--- src/rtl/axi_wr_issue_gate.sv ---
// axi_wr_issue_gate: caps outstanding AXI4 write transactions, keeps W beats
// behind their AW, regenerates WLAST from the accepted AWLEN and flags
// WLAST / B-response protocol violations with one-cycle pulses.
module axi_wr_issue_gate #(
    parameter int unsigned DATA_WIDTH      = 32,
    parameter int unsigned ADDR_WIDTH      = 32,
    parameter int unsigned STRB_WIDTH      = DATA_WIDTH / 8,
    parameter int unsigned ID_WIDTH        = 8,
    parameter int unsigned MAX_OUTSTANDING = 4,
    parameter int unsigned CNT_WIDTH       = $clog2(MAX_OUTSTANDING + 1)
) (
    input  logic                  clk,
    input  logic                  rst,

    // AW channel
    input  logic [ID_WIDTH-1:0]   s_axi_awid,
    input  logic [ADDR_WIDTH-1:0] s_axi_awaddr,
    input  logic [7:0]            s_axi_awlen,
    input  logic [2:0]            s_axi_awsize,
    input  logic [1:0]            s_axi_awburst,
    input  logic [14:0]           s_axi_awattr,
    input  logic                  s_axi_awvalid,
    output logic                  s_axi_awready,
    output logic [ID_WIDTH-1:0]   m_axi_awid,
    output logic [ADDR_WIDTH-1:0] m_axi_awaddr,
    output logic [7:0]            m_axi_awlen,
    output logic [2:0]            m_axi_awsize,
    output logic [1:0]            m_axi_awburst,
    output logic [14:0]           m_axi_awattr,
    output logic                  m_axi_awvalid,
    input  logic                  m_axi_awready,

    // W channel
    input  logic [DATA_WIDTH-1:0] s_axi_wdata,
    input  logic [STRB_WIDTH-1:0] s_axi_wstrb,
    input  logic                  s_axi_wlast,
    input  logic                  s_axi_wvalid,
    output logic                  s_axi_wready,
    output logic [DATA_WIDTH-1:0] m_axi_wdata,
    output logic [STRB_WIDTH-1:0] m_axi_wstrb,
    output logic                  m_axi_wlast,
    output logic                  m_axi_wvalid,
    input  logic                  m_axi_wready,

    // B channel
    input  logic [ID_WIDTH-1:0]   m_axi_bid,
    input  logic [1:0]            m_axi_bresp,
    input  logic                  m_axi_bvalid,
    output logic                  m_axi_bready,
    output logic [ID_WIDTH-1:0]   s_axi_bid,
    output logic [1:0]            s_axi_bresp,
    output logic                  s_axi_bvalid,
    input  logic                  s_axi_bready,

    // status
    output logic [CNT_WIDTH-1:0]  outstanding,
    output logic                  wlast_err,
    output logic                  b_err
);

    // Length FIFO geometry: index bits plus one wrap bit for full/empty.
    localparam int unsigned IDX_W      = (MAX_OUTSTANDING > 1) ? $clog2(MAX_OUTSTANDING) : 1;
    localparam int unsigned PTR_W      = IDX_W + 1;
    localparam int unsigned FIFO_DEPTH = 1 << IDX_W;

    logic [CNT_WIDTH-1:0] outstanding_reg;
    logic [7:0]           beat_cnt_reg;
    logic [7:0]           len_mem [FIFO_DEPTH];
    logic [PTR_W-1:0]     wr_ptr;
    logic [PTR_W-1:0]     rd_ptr;
    logic                 wlast_err_reg;
    logic                 b_err_reg;

    logic                 fifo_empty;
    logic                 fifo_full;
    logic                 limit;
    logic                 head_valid;
    logic [7:0]           head_len;
    logic                 aw_hs;
    logic                 w_hs;
    logic                 b_hs;

    // FIFO status and the issue gates derived from it.
    always_comb begin
        fifo_empty = (wr_ptr == rd_ptr);
        fifo_full  = (wr_ptr[PTR_W-1] != rd_ptr[PTR_W-1]) &&
                     (wr_ptr[IDX_W-1:0] == rd_ptr[IDX_W-1:0]);
        limit      = (outstanding_reg == CNT_WIDTH'(MAX_OUTSTANDING)) || fifo_full || rst;
        // Reset also blocks W so an abandoned burst cannot leak a beat.
        head_valid = !fifo_empty && !rst;
        head_len   = len_mem[rd_ptr[IDX_W-1:0]];
    end

    // AW pass-through, gated by the outstanding/FIFO limit.
    assign m_axi_awid    = s_axi_awid;
    assign m_axi_awaddr  = s_axi_awaddr;
    assign m_axi_awlen   = s_axi_awlen;
    assign m_axi_awsize  = s_axi_awsize;
    assign m_axi_awburst = s_axi_awburst;
    assign m_axi_awattr  = s_axi_awattr;
    assign m_axi_awvalid = s_axi_awvalid & !limit;
    assign s_axi_awready = m_axi_awready & !limit;

    // W pass-through, held until the burst's length is at the FIFO head.
    assign m_axi_wdata   = s_axi_wdata;
    assign m_axi_wstrb   = s_axi_wstrb;
    assign m_axi_wvalid  = s_axi_wvalid & head_valid;
    assign s_axi_wready  = m_axi_wready & head_valid;
    assign m_axi_wlast   = head_valid && (beat_cnt_reg == head_len);

    // B pass-through, live even during reset.
    assign s_axi_bid     = m_axi_bid;
    assign s_axi_bresp   = m_axi_bresp;
    assign s_axi_bvalid  = m_axi_bvalid;
    assign m_axi_bready  = s_axi_bready;

    assign aw_hs = s_axi_awvalid & s_axi_awready;
    assign w_hs  = m_axi_wvalid & m_axi_wready;
    assign b_hs  = m_axi_bvalid & m_axi_bready;

    assign outstanding = outstanding_reg;
    assign wlast_err   = wlast_err_reg;
    assign b_err       = b_err_reg;

    // Length FIFO storage; contents are don't-care while the pointers say empty.
    always_ff @(posedge clk) begin
        if (aw_hs) begin
            len_mem[wr_ptr[IDX_W-1:0]] <= s_axi_awlen;
        end
    end

    // FIFO pointers and per-burst beat counter.
    always_ff @(posedge clk) begin
        if (rst) begin
            wr_ptr       <= '0;
            rd_ptr       <= '0;
            beat_cnt_reg <= '0;
        end else begin
            if (aw_hs) begin
                wr_ptr <= wr_ptr + PTR_W'(1);
            end
            if (w_hs) begin
                if (m_axi_wlast) begin
                    rd_ptr       <= rd_ptr + PTR_W'(1);
                    beat_cnt_reg <= '0;
                end else begin
                    beat_cnt_reg <= beat_cnt_reg + 8'(1);
                end
            end
        end
    end

    // Outstanding count: +1 per AW, -1 per B, saturating at zero on stray B.
    always_ff @(posedge clk) begin
        if (rst) begin
            outstanding_reg <= '0;
        end else begin
            case ({aw_hs, b_hs})
                2'b10:   outstanding_reg <= outstanding_reg + CNT_WIDTH'(1);
                2'b01:   if (outstanding_reg != '0) outstanding_reg <= outstanding_reg - CNT_WIDTH'(1);
                default: outstanding_reg <= outstanding_reg;
            endcase
        end
    end

    // Registered one-cycle protocol error pulses.
    always_ff @(posedge clk) begin
        if (rst) begin
            wlast_err_reg <= 1'b0;
            b_err_reg     <= 1'b0;
        end else begin
            wlast_err_reg <= w_hs && (s_axi_wlast != m_axi_wlast);
            b_err_reg     <= b_hs && (outstanding_reg == '0);
        end
    end

endmodule

--- config.mk ---
export PLATFORM = sky130hd
export DESIGN_NAME = axi_wr_issue_gate
export DESIGN_NICKNAME = d
export VERILOG_FILES = /design/src/rtl/axi_wr_issue_gate.sv
export SDC_FILE = /design/constraint.sdc
export NUM_CORES = 1
export LEC_CHECK = 0
export ABC_AREA = 0
export CORE_ASPECT_RATIO = 1.1
export CORE_UTILIZATION = 36
export CTS_CLUSTER_SIZE = 14
export DETAILED_ROUTE_END_ITERATION = 8
export PLACE_DENSITY = 0.82
export SYNTH_ARGS = -nofsm -noshare
export SYNTH_HDL_FRONTEND = slang
export SYNTH_SLANG_ARGS = --single-unit
export TNS_END_PERCENT = 10
--- constraint.sdc ---
create_clock -name clk -period 3.5 [get_ports clk]
set_input_delay 0.525 -clock clk [delete_from_list [all_inputs] [get_ports clk]]
set_output_delay 0.525 -clock clk [all_outputs]
set_load 0.01 [all_outputs]
==> impl_metrics.tcl <==
set metrics [dict create \
    grt_max_degree 19 \
    num_vias 2021 \
    fin_nets 383 \
    layout_commonest_cell "clkdlybuf4s50_1" \
    crit_chain "mux4_1 -> xor2_1 -> nor3_4 -> nand3_4 -> nor3_1 -> clkdlybuf4s50_1" \
    postSynthCellCount 330 \
    antenna_violations_before_repair 0 \
    ctsHtreeMaxLevel 2 \
    hold_slack_ps 509.6 \
    clk_latency_ps 310 \
    setup_viol 0 \
    rows 37 \
    mostFrequentLayoutCells "clkdlybuf4s50_1, edfxtp_1, dfxtp_1, nor2_1, mux2i_1" \
    worstHoldPathCells 2 \
    synthesis_warnings 0 \
    post_route_cells_drive_above_1_share 0.1181 \
    final-max-slew-violation-count 0 \
    worst_reg_to_reg_setup_slack_ps 810 \
    worst_r2r_path_depth 7 \
    initial_utilization 0.3743 \
    rsz_0062_raised_after_global_routing "false" \
    dp.cells 363 \
    totalWireLength_mm 9.856 \
    async_flop_share 0 \
    filler_cell_count 928 \
    synth_flop_cell "edfxtp_1" \
    grt_util_all_layers 0.1891 \
    post_cts_hold_buffer_count 0 \
    grt-ovfl-total 0 \
    type_of_destination_of_the_critical_path "output pin" \
    design.portCount 249 \
    synth_enable_flop_cells 32 \
    total_die_area_mm2 0.01027 \
    netlist-cell-type-count 44 \
    clock_sinks 53 \
    crit_required_ps 2970 \
    synth_sequential_area_ratio 0.3889 \
    layoutNonFillerInstCount 371 \
    finalHoldViolCount 0 \
    post_synth.cell_area_avg_um2 10.76 \
    drt.antenna.violating_nets 0 \
    area_of_the_multi_input_gates_mm2 0.001184 \
    max_cap_viol_count 0 \
    min_period_over_period 0.9370 \
    cts_root_buffer "clkbuf_8" \
    finalCriticalPeriod_ps 3280 \
    syn_nets 460 \
    tns_ps 0 \
    register_area_mm2 0.001383 \
    cp_data_arrival_time_ps 2750 \
    fmaxAchievable_ghz 0.3049 \
    worst_slack_ps 220.3 \
    syn_area_mm2 0.003552 \
    timing.slew.headroom 0.5573 \
    dp_hpwl_mm 8.369 \
    clkSlewWorstSetupHoldPaths_ps 100 \
    worst_setup_path_start_kind "flip-flop" \
    route.detailed.vias_per_inst 5.447 \
    drt-pass1-iter-count 4 \
    number_of_register_bits_inferred_by_synthesis 53 \
    layout_area_growth_over_synthesis_pct -8.947 \
    floorplan.die.height_um 106.2 \
    cpPeakStageDelay_ps 600 \
    grt_first_pass_wirelength_mm 13.95 \
    die_w_um 96.71 \
    p_leak_nw 1.074 \
    drt_drc_violations_left 0 \
    critical-path-slowest-cell "mux4_1" \
    cts-buffers-inserted 5 \
    worst_slew_pin_slew_ps 658.5 \
    status "finished, final reports clean" \
    portBuffers 36 \
    post_cts.resized_instances 0 \
    peakVddDrop_uv 258.3 \
    finClkSkew_ps 13.29 \
    power_per_cell_area_mw_per_mm2 372.5 \
    largest_register_ffs 32 \
    post-place-ws_ps 335.5 \
    num_antenna_cells 0 \
    finalWeightedCongestion 0.8491 \
    timing.setup.critical_path_class "flip-flop to output pin" \
    cts_tree "yes" \
    crit_fanout 12 \
    core-area_mm2 0.009490 \
    cts_setup_buffers 0 \
    first_global_vias 2069 \
    clock_path_buffers 2 \
    drt-initial-drc-count 200 \
    hp-class "flip-flop to flip-flop" \
    wire_per_inst_um 26.57 \
]
-- logic make-up after synthesis --
kind of cell               count (synthesis)  share of synthesized area
xor gates and xnor gates                  14                    0.03452
muxes                                     25                    0.09158
DFF                                       53                     0.3889
buffers and inverters                    130                     0.2779
adders and majority gates                  7                    0.02466
AOI/OAI and AO/OA                         28                    0.05495
and+or+nand+nor                           73                     0.1275
-- synth_stat cells (6+ instances only) --
cell,n,area share
buf_4,118,0.25
edfxtp_1,32,0.27
dfxtp_1,21,0.12
nor2_1,13,0.014
mux2i_1,12,0.034
and2_1,11,0.019
o31ai_1,8,0.017
xnor2_1,8,0.020
a21oi_1,7,0.0099
ha_1,7,0.025
nand2_1,7,0.0074
nand2b_1,7,0.012
mux2_2,6,0.019
nor3b_1,6,0.013
xor2_1,6,0.015
-- through the flow --
step	total power, mW	utilization	area (µm²)
after floorplan	0.9277	-	3552
after global placement	0.8517	0.3308	3139
after detailed placement	0.8597	0.3308	3139
after CTS	1.212	0.3407	3233
after global routing	1.255	0.3408	3234
final	1.205	0.3408	3234
-- power breakdown --
part	switching, mW	internal [mW]
Combinational	0.0698	0.0772
Sequential	0.0216	0.677
Clock	0.214	0.145
Total	0.306	0.899
-- metal layers --
metal,wire length [µm],GRT usage,part of all wire
met5,133,0.09744,0.013
met4,285,0.07249,0.029
met3,2455,0.2249,0.25
met2,4433,0.2842,0.45
met1,2548,0.1405,0.26
-- area by class of cell --
type,instances,area share
repair buffers,44,0.1300
clock inverters,3,0.007737
clock buffers,5,0.02128
well taps,117,0.04526
inverters,2,0.002321
multi-input cells,147,0.3660
flip-flops and latches,53,0.4275
-- worst max-delay path: cells and delay by family, from the launching register on --
family                    cells  cell delay (ps)
xor gates and xnor gates      1              180
DFF                           1              470
muxes                         1              600
and+or+nand+nor               3              590
buffers and inverters         1              600
-- path summary, 6_finish.rpt --
kind	startpoint	end
worst max-delay path	flip-flop	m_axi_wlast
worst max register to register	flip-flop	beat_cnt_reg[2]$_SDFFE_PP0P_
worst min-delay path	beat_cnt_reg[1]$_SDFFE_PP0P_	beat_cnt_reg[1]$_SDFFE_PP0P_
worst min register to register	beat_cnt_reg[1]$_SDFFE_PP0P_	beat_cnt_reg[1]$_SDFFE_PP0P_
Power figures use the tool's default switching activity.
